$ cat src/rtl/btn_led_pkg.sv
// rtl/btn_led_pkg.sv - shared mode encoding, defaults and LED next-state rule for the button/LED bank
package btn_led_pkg;

    typedef enum logic {
        MODE_TOGGLE    = 1'b0,
        MODE_MOMENTARY = 1'b1
    } mode_e;

    localparam int DB_CYCLES_DEFAULT = 50000;

    // Momentary follows the debounced level and ignores clear; clear wins over a toggle press.
    function automatic logic led_next(
        input mode_e mode,
        input logic  cur,
        input logic  down,
        input logic  press,
        input logic  clr
    );
        if (mode == MODE_MOMENTARY) begin
            return down;
        end
        if (clr) begin
            return 1'b0;
        end
        if (press) begin
            return ~cur;
        end
        return cur;
    endfunction

endpackage

$ cat src/rtl/btn_debounce.sv
// rtl/btn_debounce.sv - one channel: 2-flop synchroniser, stability counter, level and edge pulses
module btn_debounce
    import btn_led_pkg::*;
#(
    parameter int DB_CYCLES = DB_CYCLES_DEFAULT
) (
    input  logic i_clk,
    input  logic i_rst_n,
    input  logic i_btn_n,
    output logic o_down,
    output logic o_press_p,
    output logic o_release_p
);

    localparam int                CNT_W   = $clog2(DB_CYCLES);
    localparam logic [CNT_W-1:0]  CNT_MAX = CNT_W'(DB_CYCLES - 1);

    logic             sync1;
    logic             sync2;
    logic             btn_s;
    logic [CNT_W-1:0] cnt;

    assign btn_s = ~sync2;

    // Counter only runs while the synchronised input disagrees with the accepted level,
    // so any disagreement shorter than DB_CYCLES is discarded without a trace.
    always_ff @(posedge i_clk or negedge i_rst_n) begin
        if (!i_rst_n) begin
            sync1       <= 1'b1;
            sync2       <= 1'b1;
            cnt         <= '0;
            o_down      <= 1'b0;
            o_press_p   <= 1'b0;
            o_release_p <= 1'b0;
        end else begin
            sync1       <= i_btn_n;
            sync2       <= sync1;
            o_press_p   <= 1'b0;
            o_release_p <= 1'b0;
            if (btn_s == o_down) begin
                cnt <= '0;
            end else if (cnt == CNT_MAX) begin
                o_down      <= btn_s;
                cnt         <= '0;
                o_press_p   <= btn_s;
                o_release_p <= ~btn_s;
            end else begin
                cnt <= cnt + CNT_W'(1);
            end
        end
    end

endmodule

$ cat src/rtl/btn_led_bank.sv
// rtl/btn_led_bank.sv - N-channel debounced buttons driving per-channel toggle/momentary LEDs
module btn_led_bank
    import btn_led_pkg::*;
#(
    parameter int N_CH           = 4,
    parameter int DB_CYCLES      = DB_CYCLES_DEFAULT,
    parameter bit LED_ACTIVE_LOW = 1'b1
) (
    input  logic            i_clk,
    input  logic            i_rst_n,
    input  logic [N_CH-1:0] i_btn_n,
    input  logic [N_CH-1:0] i_mode,
    input  logic            i_clr,
    output logic [N_CH-1:0] o_led,
    output logic [N_CH-1:0] o_btn_down,
    output logic [N_CH-1:0] o_press_p,
    output logic [N_CH-1:0] o_release_p
);

    localparam logic [N_CH-1:0] LED_POL = {N_CH{LED_ACTIVE_LOW}};

    logic [N_CH-1:0] led_on;
    logic [N_CH-1:0] led_on_next;

    for (genvar g = 0; g < N_CH; g++) begin : g_ch
        btn_debounce #(
            .DB_CYCLES (DB_CYCLES)
        ) u_db (
            .i_clk       (i_clk),
            .i_rst_n     (i_rst_n),
            .i_btn_n     (i_btn_n[g]),
            .o_down      (o_btn_down[g]),
            .o_press_p   (o_press_p[g]),
            .o_release_p (o_release_p[g])
        );
    end

    always_comb begin
        led_on_next = '0;
        for (int i = 0; i < N_CH; i++) begin
            led_on_next[i] = led_next(mode_e'(i_mode[i]), led_on[i], o_btn_down[i],
                                      o_press_p[i], i_clr);
        end
    end

    // Pin register is loaded from the same next-state as led_on so the two never disagree.
    always_ff @(posedge i_clk or negedge i_rst_n) begin
        if (!i_rst_n) begin
            led_on <= '0;
            o_led  <= LED_POL;
        end else begin
            led_on <= led_on_next;
            o_led  <= led_on_next ^ LED_POL;
        end
    end

endmodule

$ cat config.mk
export PLATFORM = sky130hd
export DESIGN_NAME = btn_led_bank
export DESIGN_NICKNAME = d
export VERILOG_FILES = /design/src/rtl/btn_led_pkg.sv /design/src/rtl/btn_debounce.sv /design/src/rtl/btn_led_bank.sv
export SDC_FILE = /design/constraint.sdc
export NUM_CORES = 1
export LEC_CHECK = 0
export CAP_MARGIN = 30
export CORE_AREA = 2 2 122 124
export DETAILED_ROUTE_END_ITERATION = 6
export DIE_AREA = 0 0 124 126
export GPL_TIMING_DRIVEN = 0
export PLACE_DENSITY = 0.55
export SLEW_MARGIN = 20
export SYNTH_ARGS = -nofsm -noshare
export SYNTH_HDL_FRONTEND = slang
export SYNTH_SLANG_ARGS = --single-unit
export TNS_END_PERCENT = 20
$ cat constraint.sdc
create_clock -name i_clk -period 2.5 [get_ports i_clk]
set_input_delay 0.5 -clock i_clk [delete_from_list [all_inputs] [get_ports i_clk]]
set_output_delay 0.5 -clock i_clk [all_outputs]
set_load 0.03 [all_outputs]
Word-level counts from Yosys, hierarchy flattened

Index checks and enable logic that the tools add are counted.

Register bits: 92

Add/sub/neg operators: 4
Eq/ne operators: 8
Multiplexer cells: 69
Bitwise gates (word level): 13
Reductions and logical operators: 4

Operator list:

| cell                                           | number |
|---|---|
| 2-to-1 mux 16 bit                              | 8 |
| adder 16 x 1 -> 16 bit (second input constant) | 4 |
| == test 16 bit (second input constant)         | 4 |
| 2-to-1 mux 1 bit                               | 61 |
| inverter 1 bit                                 | 12 |
| AND reduction 2 bit                            | 4 |
| == test 1 bit                                  | 4 |
| inverter 4 bit                                 | 1 |

Depth between registers and ports, before layout

Depth after elaboration: 8
Gate-level depth with buffers: 7

Hierarchy

From an unflattened synthesis, not the netlist that was laid out.

Cell total of the unflattened synthesis: 397
Area, all modules: 4,195.3 sq um

By module, submodules not included:

| module       | times used | cells an instance | area an instance (sq um) | seq. area each (sq um) |
|---|---|---|---|---|
| btn_debounce | 4          | 93                | 965.9                    | 528.0 |
| btn_led_bank | 1          | 25                | 331.6                    | 205.2 |

Worst setup path before layout

Ideal clock, no wire load.

Path type: register to register
Start: register g_ch[3].u_db.cnt[5]
End: register g_ch[3].u_db.cnt[10]
Library setup time: 0.119 ns
Arrival time: 1.792 ns
Setup slack: 0.590 ns
Stages on the path, launching flop included: 7
Path buffers: 2
Period minus slack after synthesis: 1.910 ns
Cells stage by stage: dfrtp_1 > or4b_1 > or4_1 > buf_2 > nand2_4 > buf_8 > nor2_1

Cells in the longest elaborated chain, start to end: 3
Elaborated cells between the ends (all ways): 4

Ends and longest elaborated chain:

| what                                                            | RTL line                               | RTL |
|---|---|---|
| start, declared                                                 | btn_debounce.sv:21                     | `logic [CNT_W-1:0] cnt;` |
| start signal, assigned                                          | btn_debounce.sv:48                     | `cnt <= cnt + CNT_W'(1);` |
| adder 16 x 1 -> 16 bit / == test 16 bit (equally long branches) | btn_debounce.sv:48, btn_debounce.sv:42 |  |
| 2-to-1 mux 16 bit *                                             | btn_debounce.sv:42                     | `end else if (cnt == CNT_MAX) begin` |
| 2-to-1 mux 16 bit *                                             | btn_debounce.sv:40                     | `if (btn_s == o_down) begin` |

Mark *: on every way between the ends. The rest lies on a longest branch, timed or not.
A chain may end at the register's enable or synchronous reset.

Final worst setup path

Start: register g_ch[1].u_db.o_down
End: output port o_btn_down[1]

RTL lines:

| what                   | RTL line           | RTL |
|---|---|---|
| start, declared        | btn_debounce.sv:10 | `output logic o_down,` |
| start signal, assigned | btn_debounce.sv:43 | `o_down <= btn_s;` |
| end, declared          | btn_led_bank.sv:15 | `output logic [N_CH-1:0] o_btn_down,` |

No word-level cell between the ends.

==> results.json <==
{
  "crit_buf_inv": 2,
  "ios": 27,
  "synth_area_um2": 4190,
  "cts_setup_buffers": 0,
  "cp-end-kind": "primary output",
  "ys_seq_area_share_pct": 55.3,
  "ys_seq_elements": 92,
  "skew_ns": 0.00716,
  "cp_data_arrival_time_ns": 1.59,
  "start_util_pct": 29.3,
  "synth.distinct_cells": 34,
  "rsz0062_at_grt": "false",
  "drt-initial-drc-count": 175,
  "core_area_um2": 14300,
  "maxCapViolations": 0,
  "dp.final_hpwl_mm": 5.29,
  "irDropWorstVdd_mv": 0.342,
  "cts_tree": "done",
  "synthFlopType": "dfrtp_1",
  "viasPerCell": 4.56,
  "critPathTopFamily": "buffers and inverters",
  "finalCriticalPeriod_ns": 2.09,
  "swShare_pct": 21.4,
  "p_switching_uw": 651,
  "p_per_area_nw_per_um2": 606,
  "num_antenna_cells": 0,
  "numCtsBuffers": 9,
  "placed_cell_area_um2": 4710,
  "seq_area_um2": 2320,
  "fmax_mhz": 478,
  "p_clk_share_pct": 45.8,
  "clock-sinks": 92,
  "setup_ws_ns": 0.407,
  "multi_input_area_um2": 1680,
  "grt_max_degree": 69,
  "synth_edf_count": 0,
  "area_delta_synth_final_pct": 19.7,
  "grt_antenna_before_repair": 0,
  "cp_max_fo": 6,
  "worst_pin_slew_ns": 0.435,
  "cts.clk_slew.worst_paths_ns": 0.06,
  "grt_use_total_pct": 11.1,
  "wirelength_mm": 7.80,
  "leakage_uw": 0.00199,
  "syn-instance-count": 401,
  "setup_violations": 0,
  "wl_per_cell_um": 12.4,
  "nets": 454,
  "yosysWarnings": 0,
  "syn_nets": 416,
  "finalHoldViolCount": 0,
  "tns_ns": 0,
  "grt_pass1_vias": 2844,
  "crit_type": "flop to primary output",
  "drt-pass1-iter-count": 4,
  "post-place-ws_ns": 0.426,
  "overflow": 0,
  "synth.avg_cell_area_um2": 10.5,
  "grt_pass1_wl_mm": 13.6,
  "slowest_stage": "clkdlybuf4s50_1",
  "fin_crit_sh_pct": 83.7,
  "power_frac_seq_pct": 50.6,
  "startpoint_type": "flop",
  "die_area_um2": 15600,
  "crit_chain": "buf_4 -> clkdlybuf4s50_1",
  "die_y_um": 126,
  "worst_skew_pair.late_latency_ns": 0.35,
  "drive_gt1_share_pct": 11.5,
  "cp.depth": 2,
  "clockBufferDepth": 2,
  "outcome": "finished clean",
  "r2r_cells": 6,
  "final_cell_area_um2": 5020,
  "startpoint": "g_ch[1].u_db.o_down",
  "portBuffers": 26,
  "fp.dieW_um": 124,
  "cpPeakStageDelay_ns": 0.65,
  "fillers": 1458,
  "max_slew_margin_pct": 71.0,
  "hold_path.class": "primary input to asynchronous set/reset pin",
  "ant_nets": 0,
  "num_vias": 2866,
  "cts_resized": 0,
  "intPower_uw": 2390,
  "htree_levels": 3,
  "power_uw": 3040,
  "worstPathRequired_ns": 2.00,
  "slew_violations": 0,
  "postCtsHoldBufs": 0,
  "cts_root_buf": "clkbuf_16",
  "rows": 44,
  "drc": 0,
  "rr_startpoint": "g_ch[0].u_db.cnt[5]",
  "async_reset_ff_share_pct": 100,
  "pwr-share-comb_pct": 3.6,
  "gp_congestion": 0.760
}
[kinds of logic (layout without fill, tap and decap cells)]
group / Yosys count / after routing / synth area share (%)
and+or+nand+nor: 197 / 197 / 23.8
DFF: 92 / 92 / 55.3
xor gates and xnor gates: 60 / 60 / 12.5
buffers and inverters: 32 / 75 / 4.74
AOI/OAI and AO/OA: 16 / 16 / 2.42
adders and majority gates: 4 / 4 / 1.19
[routing by layer]
| metal | routed length (um) | vias up | global-route usage, % |
|---|---|---|---|
| li1 | - | 1425 | - |
| met1 | 3790 | 1396 | 14.7 |
| met2 | 3600 | 31 | 16.9 |
| met3 | 225 | 14 | 2.72 |
| met4 | 172 | 0 | 5.55 |
| met5 | 0 | - | 0 |
[through the flow]
step | utilization, % | cells | hold slack, ns
after floorplan | - | 401 | 0.204
after CTS | 35.1 | 628 | 0.00663
after detailed placement | 32.9 | 612 | 0.347
final | 35.1 | 628 | 0.0102
after global placement | 32.7 | 611 | 0.346
after global routing | 35.1 | 628 | 0.0156
[layout make-up]
| cell class | instances | share of cell area (%) |
|---|---|---|
| tap | 184 | 4.59 |
| sequential | 92 | 46.2 |
| timing repair buffer | 27 | 5.76 |
| clock buffer | 13 | 5.19 |
| inverter | 12 | 0.898 |
| clock inverter | 3 | 0.898 |
| multi-input combinational | 277 | 33.4 |
| buffer | 20 | 3.07 |
[Yosys cell counts (3+ instances only)]
| library cell | number | area (um^2) |
|---|---|---|
| xnor2_1 | 50 | 438 |
| o31a_1 | 4 | 35.0 |
| dfstp_2 | 12 | 315 |
| and3_1 | 6 | 37.5 |
| or3_1 | 4 | 25.0 |
| nand2_4 | 3 | 33.8 |
| or4_1 | 5 | 37.5 |
| a21oi_1 | 4 | 20.0 |
| or4bb_1 | 4 | 45.0 |
| nor4_1 | 12 | 75.1 |
| nand2_1 | 31 | 116 |
| dfrtp_1 | 80 | 2000 |
| and4_1 | 3 | 26.3 |
| nand4_1 | 15 | 93.8 |
| inv_1 | 12 | 45.0 |
| xor2_1 | 10 | 87.6 |
| o21ai_0 | 6 | 30.0 |
| nor3_1 | 13 | 65.1 |
| nor2_1 | 74 | 278 |
| buf_2 | 3 | 15.0 |
| nand3_1 | 19 | 95.1 |
| buf_4 | 12 | 90.1 |
| ha_1 | 4 | 50.1 |
[cells in the final DEF, fill, tap and decap left out, types with 5 or more instances in the layout]
cell,Yosys,final
nand4_1,15,15
o21ai_0,6,6
clkdlybuf4s50_1,0,25
or4_1,5,5
nand2_1,31,31
inv_1,12,12
dfrtp_1,80,80
nor2_1,74,74
nor3_1,13,13
buf_4,12,12
xnor2_1,50,50
and3_1,6,6
nand3_1,19,19
nor4_1,12,12
dfstp_2,12,12
xor2_1,10,10
clkbuf_16,0,9
[final timing paths]
kind	to	slack [ns]
setup / recovery	o_btn_down[1]	0.41
hold / removal	g_ch[2].u_db.cnt[7]	0.01
setup reg to reg	g_ch[0].u_db.cnt[14]	0.43
hold reg to reg	g_ch[2].u_db.sync2	0.35
max in group asynchronous	g_ch[0].u_db.sync2	1.84
min in group i_clk	g_ch[2].u_db.sync2	0.35
[flip-flops by register name, indices dropped and copies added (netlist names)]
| signal | count |
|---|---|
| led_on | 4 |
| g_ch.u_db.sync1 | 4 |
| o_led | 4 |
| g_ch.u_db.o_down | 4 |
| g_ch.u_db.o_press_p | 4 |
| g_ch.u_db.o_release_p | 4 |
| g_ch.u_db.sync2 | 4 |
| g_ch.u_db.cnt | 64 |
[power groups by stage]
stage | clock network (uW) | registers [uW] | logic, uW
2_1_floorplan | 0 | 1560 | 45.4
3_3_place_gp | 0 | 1560 | 107
3_5_place_dp | 0 | 1560 | 114
4_1_cts | 1450 | 1540 | 114
5_1_grt | 1510 | 1540 | 125
6_report | 1390 | 1540 | 109
Power figures use the tool's default switching activity.
